**src/rtl/cdr_shift_controller.sv**
```systemverilog
// cdr_shift_controller: integrates bang-bang PD early/late votes and issues
// rate-limited single-cycle tap shift commands to the delay-line controller.
// Tracks the tap index so the line is never driven past either end, and
// raises a lock flag once corrections have stopped for LOCK_CNT cycles.
//
// state | meaning
// ------+-----------------------------------------------------------------
// IDLE  | loop disabled; counters and lock cleared, tap index held
// ACCUM | integrating votes toward +/-THRESH
// HOLD  | settling after a shift; votes ignored for HOLDOFF cycles
module cdr_shift_controller #(
   parameter int THRESH   = 8,
   parameter int CNT_W    = 5,
   parameter int HOLDOFF  = 4,
   parameter int TAPS     = 16,
   parameter int INIT_TAP = 8,
   parameter int LOCK_CNT = 64,
   localparam int TAP_W   = $clog2(TAPS)
) (
   input  logic             clk_i,
   input  logic             rst_ni,
   input  logic             en_i,
   input  logic             early_i,
   input  logic             late_i,
   output logic             shift_left_o,
   output logic             shift_right_o,
   output logic [TAP_W-1:0] tap_sel_o,
   output logic             at_min_o,
   output logic             at_max_o,
   output logic             locked_o
);

   localparam int HOLD_W = $clog2(HOLDOFF + 1);
   localparam int LOCK_W = $clog2(LOCK_CNT + 1);

   localparam logic signed [CNT_W-1:0] THR_P  = CNT_W'(THRESH);
   localparam logic signed [CNT_W-1:0] THR_N  = -THR_P;
   localparam logic signed [CNT_W-1:0] V_ONE  = CNT_W'(1);
   localparam logic signed [CNT_W-1:0] V_MONE = -V_ONE;
   localparam logic [TAP_W-1:0]  TAP_MAX  = TAP_W'(TAPS - 1);
   localparam logic [TAP_W-1:0]  TAP_INIT = TAP_W'(INIT_TAP);
   localparam logic [HOLD_W-1:0] HOLD_LD  = HOLD_W'(HOLDOFF - 1);
   localparam logic [LOCK_W-1:0] LOCK_MAX = LOCK_W'(LOCK_CNT);

   typedef enum logic [1:0] {
      IDLE  = 2'd0,
      ACCUM = 2'd1,
      HOLD  = 2'd2
   } state_t;

   state_t                   state_q;
   logic signed [CNT_W-1:0]  cnt_q;
   logic [HOLD_W-1:0]        hold_q;
   logic [LOCK_W-1:0]        quiet_q;
   logic [TAP_W-1:0]         tap_q;
   logic                     shift_left_q;
   logic                     shift_right_q;
   logic                     locked_q;

   logic signed [CNT_W-1:0]  vote_d;
   logic signed [CNT_W-1:0]  cnt_d;
   logic [LOCK_W-1:0]        quiet_d;
   logic                     tap_min;
   logic                     tap_max;

   assign tap_min = (tap_q == '0);
   assign tap_max = (tap_q == TAP_MAX);

   // Vote decode, next vote count and saturating quiet-count increment.
   always_comb begin
      vote_d = '0;
      if (early_i && !late_i) begin
         vote_d = V_ONE;
      end else if (late_i && !early_i) begin
         vote_d = V_MONE;
      end
      cnt_d   = cnt_q + vote_d;
      quiet_d = (quiet_q == LOCK_MAX) ? quiet_q : quiet_q + LOCK_W'(1);
   end

   // Sequencer: state, counters, tap tracking and registered outputs.
   always_ff @(posedge clk_i or negedge rst_ni) begin
      if (!rst_ni) begin
         state_q       <= IDLE;
         cnt_q         <= '0;
         hold_q        <= '0;
         quiet_q       <= '0;
         tap_q         <= TAP_INIT;
         shift_left_q  <= 1'b0;
         shift_right_q <= 1'b0;
         locked_q      <= 1'b0;
      end else begin
         shift_left_q  <= 1'b0;
         shift_right_q <= 1'b0;
         if (!en_i) begin
            state_q  <= IDLE;
            cnt_q    <= '0;
            hold_q   <= '0;
            quiet_q  <= '0;
            locked_q <= 1'b0;
         end else begin
            case (state_q)
               IDLE: begin
                  state_q <= ACCUM;
               end
               ACCUM: begin
                  if (cnt_d == THR_P && !tap_max) begin
                     shift_left_q <= 1'b1;
                     tap_q        <= tap_q + TAP_W'(1);
                     cnt_q        <= '0;
                     hold_q       <= HOLD_LD;
                     quiet_q      <= '0;
                     locked_q     <= 1'b0;
                     state_q      <= HOLD;
                  end else if (cnt_d == THR_N && !tap_min) begin
                     shift_right_q <= 1'b1;
                     tap_q         <= tap_q - TAP_W'(1);
                     cnt_q         <= '0;
                     hold_q        <= HOLD_LD;
                     quiet_q       <= '0;
                     locked_q      <= 1'b0;
                     state_q       <= HOLD;
                  end else begin
                     // A threshold hit at the end stop is simply dropped.
                     cnt_q    <= (cnt_d == THR_P || cnt_d == THR_N) ? '0 : cnt_d;
                     quiet_q  <= quiet_d;
                     locked_q <= (quiet_d == LOCK_MAX);
                  end
               end
               HOLD: begin
                  cnt_q <= '0;
                  if (hold_q == '0) begin
                     state_q <= ACCUM;
                  end else begin
                     hold_q <= hold_q - HOLD_W'(1);
                  end
               end
               default: begin
                  state_q <= IDLE;
               end
            endcase
         end
      end
   end

   assign shift_left_o  = shift_left_q;
   assign shift_right_o = shift_right_q;
   assign tap_sel_o     = tap_q;
   assign at_min_o      = tap_min;
   assign at_max_o      = tap_max;
   assign locked_o      = locked_q;

endmodule

```
**config.mk**
```make
export PLATFORM = sky130hd
export DESIGN_NAME = cdr_shift_controller
export DESIGN_NICKNAME = d
export VERILOG_FILES = /design/src/rtl/cdr_shift_controller.sv
export SDC_FILE = /design/constraint.sdc
export NUM_CORES = 1
export LEC_CHECK = 0
export ABC_AREA = 1
export BUFFER_PORTS_ARGS = -buffer_cell sky130_fd_sc_hd__buf_2
export CAP_MARGIN = 20
export CORE_MARGIN = 1
export CORE_UTILIZATION = 60
export DETAILED_ROUTE_END_ITERATION = 10
export PLACE_DENSITY = 0.88
export SYNTH_ARGS = -nofsm -noshare
export SYNTH_HDL_FRONTEND = slang
export SYNTH_SLANG_ARGS = --single-unit
```
**constraint.sdc**
```tcl
create_clock -name clk_i -period 4.2 [get_ports clk_i]
set_input_delay 1.05 -clock clk_i [delete_from_list [all_inputs] [get_ports clk_i]]
set_output_delay 1.05 -clock clk_i [all_outputs]
set_load 0.03 [all_outputs]
```
## Word-level counts from Yosys, hierarchy flattened

Index checks and enable logic that the tools add are counted.

| storage, ports and cells | value |
|---|---|
| register bits after elaboration | 24 |
| bits of input ports | 5 |
| output and inout bits | 9 |

| cells by class | value |
|---|---|
| $add $sub $neg | 5 |
| equal/unequal tests | 12 |
| multiplexer cells | 35 |
| reduce and logical (&&, ||, !) cells | 16 |

Operator list:

| kind | number |
|---|---|
| 7-bit 2-to-1 mux | 5 |
| 5-bit 2-to-1 mux | 6 |
| 7-bit == test (second input constant) | 2 |
| 3-bit 2-to-1 mux | 4 |
| 1-bit 2-to-1 mux | 11 |
| 5-bit one-hot mux with 2 select lines | 1 |
| 2-bit 2-to-1 mux | 4 |
| 4-bit 2-to-1 mux | 2 |
| 7-bit by 1-bit adder with 7-bit output (second input constant) | 1 |
| 3-bit != test (second input constant) | 2 |
| 2-bit one-hot mux with 3 select lines | 1 |
| 3-bit one-hot mux with 2 select lines | 1 |
| 3-bit AND reduction | 2 |
| 5-bit adder | 1 |
| 5-bit by 4-bit == test with 1-bit output (second input constant) | 1 |
| 5-bit == test (second input constant) | 1 |
| 4-bit by 1-bit adder with 4-bit output (second input constant) | 1 |
| 4-bit == test (second input constant) | 1 |
| 1-bit logical AND | 4 |
| 1-bit zero test | 4 |
| 4-bit zero test | 1 |
| 4-bit != test (second input constant) | 1 |
| 4-bit by 1-bit subtractor with 4-bit output (second input constant) | 1 |
| 3-bit zero test | 1 |
| 9 further kinds | 9 |

## Logic depth before layout (Yosys ltp)

| logic depth | value |
|---|---|
| depth in word-level cells | 12 |
| mapped depth | 25 |
| mapped depth without buffers | 25 |

## Worst setup path before layout

Ideal clock, no wire load.

| path | value |
|---|---|
| path type | input -> register |
| start | input port early_i |
| end | register tap_q[3] (netlist: tap_sel_o[3]) |
| setup time | 0.060 ns |
| arrival | 3.451 ns |
| required time | 4.140 ns |
| slack | 0.689 ns |
| stages on the path | 23 |
| path buffers | 0 |
| cell sequence | inv_1 > ha_1 > inv_1 > ha_1 > ha_1 > inv_1 > nand2_1 > nand3_1 > nand2_2 > nor2_4 > nand3_4 > nor2_4 > inv_1 > ha_1 > nand2_1 > nand2_1 > a31oi_1 > inv_1 > nor3_1 > nor2_1 > nand2_1 > nand2_1 > nand2_1 |

| between the ends | value |
|---|---|
| cells in the longest elaborated chain, start to end | 9 |

RTL lines:

| what | line | source |
|---|---|---|
| from (decl) | 23 | `input logic early_i,` |
| 1-bit zero test | 74 | `end else if (late_i && !early_i) begin` |
| 1-bit logical AND | 74 |  |
| 5-bit 2-to-1 mux | 74 |  |
| 5-bit 2-to-1 mux * | 72 | `if (early_i && !late_i) begin` |
| 5-bit adder * | 77 | `cnt_d = cnt_q + vote_d;` |
| 5-bit == test or 5-bit by 4-bit == test with 1-bit output (tied branches) | 107, 115 |  |
| 1-bit logical AND, on equally long branches | 107, 115 |  |
| 2-bit nonzero test (no source line) | n/a |  |
| 3-bit AND reduction (no source line) | n/a |  |
| to (signal assigned) | 109 | `tap_q <= tap_q + TAP_W'(1);` |
| to (signal assigned) | 117 | `tap_q <= tap_q - TAP_W'(1);` |
| to (decl) | 55 | `logic [TAP_W-1:0] tap_q;` |

Mark *: on every way between the ends. The rest lies on a longest branch, timed or not.
A chain may end at the register's enable or synchronous reset.

## Worst setup path in the final report

Same ends and word-level chain as after synthesis.

==> impl_metrics.tcl <==
set metrics [dict create \
    status "finished clean" \
    routed_wl_um 2897 \
    fp.dieArea_um2 2971 \
    cts-root-buf "clkbuf_4" \
    hold_violations 0 \
    synth-seq-cells 24 \
    drt-initial-drc-count 16 \
    post-synth-top-count-cell "nand2_1" \
    cts.path.max_buffers 2 \
    worstPathArrival_ns 3.80 \
    ir_drop_mv 0.5494 \
    drv_cap 0 \
    synthCells 198 \
    cts.sinks 24 \
    die_h_um 54.51 \
    fmax_ghz 0.2836 \
    clk_latency_ns 0.32 \
    post-route-drc-count 0 \
    worst_pin_slew_ns 0.5898 \
    io_pins 14 \
    cts_buffers 3 \
    placed_cell_area_um2 1744 \
    syn_area_per_cell_um2 8.354 \
    finalCritPeriodShare_pct 83.95 \
    slew_headroom_pct 60.53 \
    final_area_um2 1797 \
    synthesis.area_um2 1654 \
    layout.cells.non_filler 245 \
    grt_usage_pct 22.31 \
    dr.pass1.iters 4 \
    port_buffers 13 \
    cellPowerDensity_nw_per_um2 555.0 \
    report.final.slew_viol_count 0 \
    cts_max_level 1 \
    dp_cells 241 \
    gp_congestion 0.6974 \
    p_leak_uw 0.0009414 \
    cts.clk_slew.worst_paths_ns 0.13 \
    vias 1268 \
    total_power_uw 997.2 \
    finClkSkew_ns 0.007423 \
    path_class "in2reg" \
    yosys.area.top_type "dfrtp_1" \
    hpwl_um 2283 \
    yosysWarningCount 0 \
    grt_max_degree 25 \
    drive_above_1_share_pct 22.33 \
    antenna_found_initial 0 \
    ys_top_cells_by_area "dfrtp_1 (35%), nand2_1 (9.3%), inv_1 (8.6%)" \
    synth_edf_count 0 \
    grt_pass1_vias 1122 \
    cts_resized 0 \
    cts_tree "yes" \
    initial_utilization_pct 65.00 \
    final_core_util_pct 70.60 \
    ys_seq_area_share_pct 36.38 \
    diodes 0 \
    post-cts-setup-buffer-count 0 \
    path_max_fanout 4 \
    fill_cells 206 \
    synth_cell_types 30 \
    crit_required_ns 4.48 \
    end_kind "register" \
    rows 18 \
    synth_ff_type "dfrtp_1" \
    hp-class "reg2reg" \
    setup_viol 0 \
    ant_nets 0 \
    startpoint_type "input pin" \
    grt_pass1_wl_um 4588 \
    syn2layout_area_growth_pct 8.623 \
    rsz0062_at_grt "false" \
    layout_min_cycle_time_ns 3.526 \
    viasPerCell 5.176 \
    final_nets 233 \
    synth_top_area_share_pct 34.80 \
    wl_per_cell_um 11.82 \
    coreArea_um2 2545 \
    setup_tns_ns 0 \
    globalRouteOverflowTotal 0 \
    synth_common_cells "nand2_1 (41), inv_1 (38), dfrtp_1 (23)" \
    async_flop_share_pct 100.0 \
    syn_nets 215 \
    fp.dieW_um 54.51 \
    ctsHoldBuffers 0 \
]
-- registers in the layout, indices dropped and copies added, names as in the netlist --
name and cells:
quiet_q 7, cnt_q 5, hold_q 3, locked_o 1
tap_sel_o 4, state_q 2, shift_right_o 1, shift_left_o 1
-- power by group --
part	total [µW]	leakage [µW]	internal (µW)	switching [µW]
Sequential	348	0.000320	290	58.3
Clock	167	0.0000279	96.6	70.5
Combinational	482	0.000594	170	312
Total	997	0.000941	556	441
-- area by class of cell --
cell class                      count  area [µm²]  share of cell area (%)
Multi-Input combinational cell    133       882.1                   49.09
Sequential cell                    24       601.8                   33.50
Inverter                           40       150.1                   8.357
Timing Repair Buffer               14       72.57                   4.039
Tap cell                           30       37.54                   2.089
Clock inverter                      1       30.03                   1.671
Clock buffer                        3       22.52                   1.253
-- path summary, 6_finish.rpt --
kind | slack (ns) | end | start | depth (start not counted)
worst max-delay path | 0.67 | tap_sel_o[3] | early_i | 24
worst min-delay path | 0.49 | hold_q[2] | hold_q[2] | 2
worst max register to register | 1.39 | tap_sel_o[3] | cnt_q[0] | 20
worst min register to register | 0.49 | hold_q[2] | hold_q[2] | 2
max in group asynchronous | 3.15 | tap_sel_o[3] | rst_ni | 1
min in group asynchronous | 0.68 | hold_q[1] | rst_ni | 1
-- critical path: stages --
cell and delay [ns]:
buf_2 0.07, inv_1 0.04, ha_1 0.27, inv_1 0.04
ha_1 0.20, ha_1 0.19, inv_1 0.05, nand2_1 0.09
nand3_2 0.11, nand2_1 0.06, nand2_1 0.09, nand3_1 0.16
nor2_4 0.18, inv_1 0.10, ha_1 0.32, nand2_1 0.08
nand2_1 0.05, a31oi_1 0.17, inv_1 0.06, nor3_1 0.18
nor2_1 0.07, nand2_1 0.06, nand2_1 0.05, nand2_1 0.05
-- cell usage in the layout, fill, tap and decap left out, types with 6 or more instances in the layout --
| cell | n |
|---|---|
| nand2_1 | 41 |
| nand3_1 | 15 |
| nor2_1 | 12 |
| xor2_1 | 6 |
| dfrtp_1 | 23 |
| buf_2 | 13 |
| o22ai_2 | 6 |
| inv_1 | 38 |
| ha_1 | 11 |
| nand2_2 | 6 |
-- cell families (layout without fill, tap and decap cells) --
family / Yosys count / count (layout) / share of synthesized area [%]
adder cells (fa/ha/maj): 12 / 12 / 9.531
XOR/XNOR: 8 / 8 / 4.690
buffers and inverters: 41 / 58 / 10.29
AND/OR/NAND/NOR: 95 / 95 / 29.65
AO/OA/AOI/OAI: 18 / 18 / 9.456
flip-flops: 24 / 24 / 36.38
-- through the flow --
step	hold slack, ns	worst slack [ns]
after floorplan	0.4339	0.6886
after global placement	0.4526	0.4582
after CTS	0.4890	0.6670
after detailed placement	0.4599	0.3375
final	0.4857	0.6739
after global routing	0.5113	0.3567
-- layer usage --
layer	share of wire (%)	wire, µm	track usage (%)	up-vias
met2	50	1455	39.63	9
li1	-	-	-	664
met3	2.0	59	5.000	3
met5	0	0	0	-
met1	47	1361	27.32	592
met4	0.72	21	5.128	0
Power figures use the tool's default switching activity.
